**config.mk**
```make
export PLATFORM = sky130hd
export DESIGN_NAME = boom_mshr_replay_queue
export DESIGN_NICKNAME = d
export VERILOG_FILES = /design/src/rtl/boom_mshr_replay_queue_pkg.sv /design/src/rtl/boom_rpq_entry.sv /design/src/rtl/boom_mshr_replay_queue.sv
export SDC_FILE = /design/constraint.sdc
export NUM_CORES = 2
export LEC_CHECK = 0
export ABC_AREA = 1
export CORE_MARGIN = 5
export CORE_UTILIZATION = 50
export CTS_CLUSTER_SIZE = 20
export DETAILED_ROUTE_END_ITERATION = 12
export PLACE_DENSITY = 0.77
export SLEW_MARGIN = 20
export SYNTH_ARGS = -nofsm -noshare
export SYNTH_HDL_FRONTEND = slang
export SYNTH_SLANG_ARGS = --single-unit
```
**constraint.sdc**
```tcl
create_clock -name clock_i -period 6 [get_ports clock_i]
set_input_delay 1.2 -clock clock_i [delete_from_list [all_inputs] [get_ports clock_i]]
set_output_delay 1.2 -clock clock_i [all_outputs]
set_load 0.02 [all_outputs]
```
**src/rtl/boom_mshr_replay_queue_pkg.sv**
```systemverilog
// Shared types for the MSHR replay queue: request payload, branch-update info,
// FSM state encoding, and the kill helpers used by the queue and its slots.
package boom_mshr_replay_queue_pkg;

    localparam int BR_W   = 4;
    localparam int ROB_W  = 8;
    localparam int ADDR_W = 32;
    localparam int DATA_W = 64;
    localparam int CMD_W  = 5;

    typedef enum logic [1:0] {
        IDLE   = 2'd0,
        WAIT   = 2'd1,
        REPLAY = 2'd2
    } RpqStateE;

    typedef struct packed {
        logic [BR_W-1:0]  br_mask;
        logic [ROB_W-1:0] rob_idx;
        logic             uses_ldq;
        logic             uses_stq;
        logic             is_amo;
    } MicroOpST;

    typedef struct packed {
        MicroOpST          uop;
        logic [ADDR_W-1:0] addr;
        logic [DATA_W-1:0] data;
        logic [CMD_W-1:0]  cmd;
        logic              is_hella;
    } BoomDCacheReqInternalST;

    typedef struct packed {
        logic [BR_W-1:0] resolve_mask;
        logic [BR_W-1:0] mispredict_mask;
    } BrUpdateInfoST;

    typedef struct packed {
        logic                   valid;
        BoomDCacheReqInternalST req;
    } RpqEntryST;

    function automatic logic isKilled(input logic [BR_W-1:0] br_mask,
                                      input BrUpdateInfoST  bru);
        return |(br_mask & bru.mispredict_mask);
    endfunction

    // Hella-cache requests are not pipeline loads and survive a flush.
    function automatic logic exceptionKills(input BoomDCacheReqInternalST req);
        return req.uop.uses_ldq && !req.is_hella;
    endfunction

endpackage

```
**src/rtl/boom_rpq_entry.sv**
```systemverilog
// One replay-queue slot: holds a request and tracks its branch mask and liveness.
// The slot keeps occupying its position after being killed until the head retires it.
module boom_rpq_entry
    import boom_mshr_replay_queue_pkg::*;
(
    input  logic                   clock_i,
    input  logic                   reset_i,
    input  logic                   clear_i,
    input  logic                   alloc_i,
    input  BoomDCacheReqInternalST alloc_req_i,
    input  logic                   free_i,
    input  BrUpdateInfoST          brupdate_i,
    input  logic                   exception_i,
    output RpqEntryST              entry_o
);

    RpqEntryST entry_q, entry_d;

    always_comb begin
        entry_d = entry_q;
        if (alloc_i) begin
            entry_d.req             = alloc_req_i;
            entry_d.req.uop.br_mask = alloc_req_i.uop.br_mask & ~brupdate_i.resolve_mask;
            entry_d.valid           = !isKilled(alloc_req_i.uop.br_mask, brupdate_i)
                                      && !(exception_i && exceptionKills(alloc_req_i));
        end else begin
            entry_d.req.uop.br_mask = entry_q.req.uop.br_mask & ~brupdate_i.resolve_mask;
            if (free_i
                || isKilled(entry_q.req.uop.br_mask, brupdate_i)
                || (exception_i && exceptionKills(entry_q.req))) begin
                entry_d.valid = 1'b0;
            end
        end
        if (clear_i) begin
            entry_d.valid = 1'b0;
        end
    end

    always_ff @(posedge clock_i) begin
        if (reset_i) begin
            entry_q <= '0;
        end else begin
            entry_q <= entry_d;
        end
    end

    assign entry_o = entry_q;

endmodule

```
**src/rtl/boom_mshr_replay_queue.sv**
```systemverilog
// Per-MSHR replay queue: buffers miss requests while the line refills, then replays
// them in strict FIFO order; speculative entries killed by branches/flushes retire silently.
module boom_mshr_replay_queue
    import boom_mshr_replay_queue_pkg::*;
#(
    parameter int DEPTH = 16
) (
    input  logic                     clock_i,
    input  logic                     reset_i,
    input  logic                     enq_valid_i,
    output logic                     enq_ready_o,
    input  BoomDCacheReqInternalST   enq_req_i,
    input  BrUpdateInfoST            brupdate_i,
    input  logic                     exception_i,
    input  logic                     refill_done_i,
    input  logic                     mshr_clear_i,
    output logic                     replay_valid_o,
    input  logic                     replay_ready_i,
    output BoomDCacheReqInternalST   replay_req_o,
    output logic [$clog2(DEPTH):0]   count_o,
    output logic                     empty_o,
    output logic                     dirties_o
);

    localparam int PTR_W = $clog2(DEPTH);
    localparam int CNT_W = $clog2(DEPTH) + 1;

    RpqStateE         state_q, state_d;
    logic             refilled_q, refilled_d;
    logic [PTR_W-1:0] head_q, head_d, tail_q, tail_d;
    logic [CNT_W-1:0] count_q, count_d;

    RpqEntryST entries [DEPTH];
    RpqEntryST head_entry;
    logic      full, nonempty, enq_fire, head_live, in_replay, retire;

    always_comb begin
        head_entry     = entries[head_q];
        full           = (count_q == CNT_W'(DEPTH));
        nonempty       = (count_q != '0);
        enq_ready_o    = !full && !mshr_clear_i;
        enq_fire       = enq_valid_i && enq_ready_o;
        // A head killed this cycle is hidden now and retired silently next cycle.
        head_live      = head_entry.valid
                         && !isKilled(head_entry.req.uop.br_mask, brupdate_i)
                         && !(exception_i && exceptionKills(head_entry.req));
        in_replay      = (state_q == REPLAY) && nonempty && !mshr_clear_i;
        replay_valid_o = in_replay && head_live;
        retire         = in_replay && (!head_entry.valid || (head_live && replay_ready_i));
        replay_req_o   = head_entry.req;
        replay_req_o.uop.br_mask = head_entry.req.uop.br_mask & ~brupdate_i.resolve_mask;
    end

    for (genvar g = 0; g < DEPTH; g++) begin : g_slot
        boom_rpq_entry u_entry (
            .clock_i     (clock_i),
            .reset_i     (reset_i),
            .clear_i     (mshr_clear_i),
            .alloc_i     (enq_fire && (tail_q == PTR_W'(g))),
            .alloc_req_i (enq_req_i),
            .free_i      (retire && (head_q == PTR_W'(g))),
            .brupdate_i  (brupdate_i),
            .exception_i (exception_i),
            .entry_o     (entries[g])
        );
    end

    always_comb begin
        if (mshr_clear_i) begin
            head_d  = '0;
            tail_d  = '0;
            count_d = '0;
        end else begin
            head_d  = head_q + PTR_W'(retire);
            tail_d  = tail_q + PTR_W'(enq_fire);
            count_d = count_q + CNT_W'(enq_fire) - CNT_W'(retire);
        end
    end

    always_comb begin
        state_d    = state_q;
        refilled_d = refilled_q;
        case (state_q)
            IDLE: begin
                if (refill_done_i) refilled_d = 1'b1;
                if (enq_fire) state_d = (refilled_q || refill_done_i) ? REPLAY : WAIT;
            end
            WAIT: begin
                if (refill_done_i) begin
                    refilled_d = 1'b1;
                    state_d    = REPLAY;
                end
            end
            REPLAY: begin
                if (refill_done_i) refilled_d = 1'b1;
                if (count_d == '0) state_d = IDLE;
            end
            default: state_d = IDLE;
        endcase
        if (mshr_clear_i) begin
            state_d    = IDLE;
            refilled_d = 1'b0;
        end
    end

    always_ff @(posedge clock_i) begin
        if (reset_i) begin
            state_q    <= IDLE;
            refilled_q <= 1'b0;
            head_q     <= '0;
            tail_q     <= '0;
            count_q    <= '0;
        end else begin
            state_q    <= state_d;
            refilled_q <= refilled_d;
            head_q     <= head_d;
            tail_q     <= tail_d;
            count_q    <= count_d;
        end
    end

    always_comb begin
        dirties_o = 1'b0;
        for (int i = 0; i < DEPTH; i++) begin
            dirties_o |= entries[i].valid
                         && (entries[i].req.uop.uses_stq || entries[i].req.uop.is_amo);
        end
    end

    assign count_o = count_q;
    assign empty_o = (count_q == '0);

endmodule

```
# ---- Word-level counts from Yosys, hierarchy flattened
# Index checks and enable logic that the tools add are counted.
dict set report word_totals {
  ff_bits 1904
  latchBits 0
  ramBits 0
  rom_bits 0
  in_bits 132
  output_inout_bits 126
  wordCells 513
  n_memories 0
}
dict set report op_classes {
  add_sub_neg 4
  mul 0
  n_div 0
  order_cmp 1
  eq_ne 36
  shifts 0
  mux 41
  bitwise 53
  n_reduce_logical 213
}
# op count
set op_table {}
lappend op_table {{$bmux W118 S4} 1}
lappend op_table {{$mux W118} 2}
lappend op_table {{$and A4 B4 Y4} 36}
lappend op_table {{$logic_and A1 B1 Y1} 94}
lappend op_table {{$mux W5} 17}
lappend op_table {{$reduce_or A4 Y1} 18}
lappend op_table {{$eq A4 B4 Y1 const B} 16}
lappend op_table {{$logic_or A1 B1 Y1} 50}
lappend op_table {{$eq A4 B3 Y1 const B} 8}
lappend op_table {{$reduce_bool A2 Y1} 16}
lappend op_table {{$logic_not A1 Y1} 25}
lappend op_table {{$eq A4 B2 Y1 const B} 4}
lappend op_table {{$mux W1} 16}
lappend op_table {{$or A1 B1 Y1} 15}
lappend op_table {{$logic_not A5 Y1} 2}
lappend op_table {{$add A4 B1 Y4} 2}
lappend op_table {{$eq A4 B1 Y1 const B} 2}
lappend op_table {{$logic_not A4 Y1} 2}
lappend op_table {{$mux W2} 4}
lappend op_table {{$pmux W2 S3} 1}
lappend op_table {{$add A5 B1 Y5} 1}
lappend op_table {{$eq A5 B5 Y1 const B} 1}
lappend op_table {{$ge A5 B5 Y1 const B} 1}
lappend op_table {{$not A4 Y5} 1}
lappend op_table {{other kinds (12)} 13}

# ---- Depth between registers and ports, before layout
dict set report logic_depth {
  ltp_word 17
  ltp_mapped 29
  depth_no_buf 27
}

# ---- By module
# Synthesis repeated with hierarchy kept, for this count alone.
dict set report unflattened {
  cells_unflattened 10719
  hier_area_um2 79960.4
}
# module instances cells_each area_per_inst_um2 seq_area_each_um2
set modules_own_cells {}
lappend modules_own_cells {boom_rpq_entry 16 532 4131.5 2362.3}
lappend modules_own_cells {boom_mshr_replay_queue 1 2207 13857.0 320.3}

# ---- Worst setup path before layout
# No wires, ideal clock.
dict set report synth_timing {
  path_kind {input to register}
  start {input port mshr_clear_i}
  end {register state_q[1]}
  setup_time_ns 0.132
  t_arrival_ns 3.618
  required_time_ns 5.868
  setup_slack_ns 2.250
  stages 22
  path_buffers 1
  cell_sequence {inv_1 > nand4_1 > nor3_1 > nand2_1 > nor2_2 > nand3_2 > nand2_4 > buf_6 > ha_1 > inv_1 > ha_1 > inv_1 > fa_1 > inv_1 > a21oi_1 > o21ba_2 > nor2_1 > nor2_1 > nand2_1 > a41oi_1 > a21oi_1 > nor3_1}
}
dict set report synth_via {
  elab_chain_len 9
  elab_cells_between_ends 13
  classes_between {add/sub: 2; eq/ne: 2; mux: 1; reduce/logical: 8}
}
# element line_no
set synth_rtl {}
lappend synth_rtl {{from (decl)} boom_mshr_replay_queue.sv:16} ;# input logic mshr_clear_i,
lappend synth_rtl {{$logic_not A1 Y1} {boom_mshr_replay_queue.sv:41, boom_mshr_replay_queue.sv:47}}
lappend synth_rtl {{$logic_and A1 B1 Y1} boom_mshr_replay_queue.sv:41} ;# enq_ready_o = !full && !mshr_clear_i;
lappend synth_rtl {{$logic_and A1 B1 Y1} boom_mshr_replay_queue.sv:42} ;# enq_fire = enq_valid_i && enq_ready_o;
lappend synth_rtl {{$add A5 B1 Y5} boom_mshr_replay_queue.sv:76} ;# count_d = count_q + CNT_W'(enq_fire) - CNT_W'(retire);
lappend synth_rtl {{$sub A5 B1 Y5} boom_mshr_replay_queue.sv:76}
lappend synth_rtl {{$mux W5} boom_mshr_replay_queue.sv:69} ;# if (mshr_clear_i) begin
lappend synth_rtl {{$logic_not A5 Y1} boom_mshr_replay_queue.sv:96} ;# if (count_d == '0) state_d = IDLE;
lappend synth_rtl {{$ne A2 B1 Y1 (no source line)} --}
lappend synth_rtl {{$reduce_and A3 Y1 (no source line)} --}
lappend synth_rtl {{to (signal assigned)} boom_mshr_replay_queue.sv:114} ;# state_q <= state_d;
lappend synth_rtl {{to (decl)} boom_mshr_replay_queue.sv:28} ;# RpqStateE state_q, state_d;
# Several ways; a longest one is shown, not always the timed one.
# A chain may end at the register's enable or synchronous reset.

==> metrics <==
status complete, no violations; Layout Nets 10650; FF-to-FF setup slack 1.33 ns; # setup viols final 0; Max IR drop VDD 0.0003267 V; die height 409.3 um; number of synthesized flops with an enable pin 0; Synth warnings 0; Slew @ Worst Pin 1.240 ns; RSZ-0062 raised after global routing no; synth unique cells 41; drt first-iter violations 13069; dominant cell type by area after synthesis dfxtp_1; CP required 4.80 ns; Fmax 0.1705 GHz; Util after Layout 56.14%; share of post-route cells with drive strength above 1 4.436%; Initial Util 50.34%; Critical Path AT 4.67 ns; RR Endpoint state_q[1]; Fill cells 14154; Tcrit/Tclk final 97.75%; GRT Residual Overflow 0; ys async rst share 0%; placed inst area 82460 sq um; Worst Reg-to-Reg Cells 27; Seq/Total Area, Yosys 47.81%; TritonCTS clock tree yes; register bit total from synthesis 1904; Remaining DRCs 0; core region area 158400 sq um; hold_buf cts 0; Detailed Route WL 305700 um; final std cells w/o fill 12765; routed length per instance 23.95 um; setup ws final 0.1347 ns; power density over the cells 293.3 nW/um^2; Worst Path Buf+Inv 3; Synth area leaders dfxtp_1, nor2_1, o21ai_0, a22oi_1, clkbuf_1; normalized max-slew margin 17.32%; worst path cell trace nand2_1 -> clkinv_8 -> buf_12 -> a22oi_1 -> a31oi_1 -> a2111o_1 -> clkdlybuf4s50_1; Post-Place Worst Slack 1.067 ns; Root Driver clkbuf_16; Die ar. 167500 sq um; cell row count 146; via count 80978; antenna violations before repair 40; worst flop-to-flop path startpoint head_q[1]; Syn Area/Cell 7.258 sq um; top cells by count, synth nor2_1, o21ai_0, dfxtp_1; register area 38120 sq um; area growth from synthesis to layout 11.52%; Slowest-stage cell, CP dfxtp_4; max incr delay on CP 0.75 ns; main flop type after synthesis dfxtp_1; syn_nets 11128; final non-filler cell area 88910 sq um; DP HPWL 140200 um; clock slew at reported path FFs 0.06 ns; placed cell count 12387; vias in the first global route 75471; Detail Route Antenna Nets 0; hold_sp g_slot[15].u_entry.entry_o[75]; final-report max-slew violation count 0; IO buf count 257; setup TNS 0 ns; Syn Inst Count 10985; Die Wd 409.3 um; Leakage 35.33 nW; multi-input combinational cell area 36810 sq um; worst-skew pair later-pin latency 0.86 ns; cts bufs inserted 190; WHS Path Cells 2; Top delay family on crit path buffers and inverters; top cell type's share of synthesized area 47.81%; count leader, synth nor2_1; crit path launch type register; max cap viols 0; clock sinks 1904; Crit Path Max Fanout 113; final worst path period need 5.865 ns; global-route wire length before repair 456900 um; clk_skew 0.04576 ns; kind of critical path reg2out; aggregate global-route resource usage 34.40%; Hold Crit Class reg2reg; overall power 26.08 mW; hold_ws 0.4540 ns; Final Hold Vio Count 0; CP Capture Type primary output; Bufs on Longest Clock Path 3; global placement routability congestion 0.9270; drt first pass iters 8; Vias/cell 6.344; Mapped Area 79730 sq um; H-Tree Depth 4; I/O pin total 258; Hold EP g_slot[15].u_entry.entry_o[75]; pin count of the biggest net entering global routing 203
-- how the worst max path moves through the flow --
stage | startpoint | end | cells after the start
global placement | mshr_clear_i | state_q[1] | 22
floorplan | mshr_clear_i | state_q[1] | 22
CTS | head_q[1] | replay_req_o[69] | 8
finish | head_q[0] | replay_req_o[101] | 7
global route | head_q[0] | replay_req_o[111] | 7
detailed placement | head_q[0] | replay_req_o[69] | 7
-- cell usage in the layout (no fill, tap or decap), types with 110 or more instances in the layout --
cell	instances
clkbuf_16	193
o21ai_0	1907
a2111o_1	111
a22oi_1	444
dfxtp_1	1902
inv_1	188
nand2_1	741
nand3_1	365
o211ai_1	110
clkdlybuf4s50_1	257
nor2_1	3464
a31oi_1	333
a21oi_1	240
-- worst register-to-register path, delay by kind of cell (launching register included) --
family	cells	cell delay [ns]
AOI/OAI and AO/OA	5	0.56
adders and majority gates	3	0.81
buffers and inverters	5	0.90
DFF	1	0.37
and+or+nand+nor	14	1.88
-- registers in the layout, indices dropped and copies added (netlist names) --
name,flops
g_slot.u_entry.entry_o,1888
count_o,5
head_q,4
tail_q,4
state_q,2
refilled_q,1
-- logic make-up (layout without fill, tap and decap cells) --
logic type | count (synthesis) | count (layout) | synth area share [%]
AND/OR/NAND/NOR | 4623 | 4623 | 22.47
AO/OA/AOI/OAI | 3190 | 3190 | 23.30
flip-flops | 1904 | 1904 | 47.81
buffers and inverters | 1254 | 931 | 6.205
adder cells (fa/ha/maj) | 11 | 11 | 0.1820
XOR/XNOR | 3 | 3 | 0.03296
other | 0 | 31 | 0
-- power by group --
group / internal, mW / leakage (nW) / switching, mW
logic: 0.368 / 16.9 / 0.769
clock network: 6.87 / 3.12 / 5.32
registers: 12.7 / 15.4 / 0.0410
total: 20.0 / 35.3 / 6.13
-- timing repair --
item / 4_1_cts / 5_1_grt
endpoints found under the setup margin: 0 / 9
buffers inserted: 0 / 0
resized for setup: 0 / 1
-- cell type report --
type / count / share of cell area [%]
Antenna cell: 31 / 0.08725
Clock buffer: 282 / 6.280
Inverter: 215 / 1.037
Timing Repair Buffer: 369 / 4.528
Tap cell: 2072 / 2.916
Clock inverter: 65 / 0.8753
Multi-Input combinational cell: 7827 / 41.40
Sequential cell: 1904 / 42.88
-- routing by layer --
metal / wire (um) / global-route usage (%) / vias to the layer above / share of wire [%]
li1: - / - / 35891 / -
met1: 115200 / 45.63 / 37787 / 38
met2: 131400 / 52.09 / 6017 / 43
met3: 41020 / 7.633 / 1267 / 13
met4: 17940 / 19.01 / 16 / 5.9
met5: 111 / 0 / - / 0.036
Note: power is estimated with default switching activity, not from simulation.
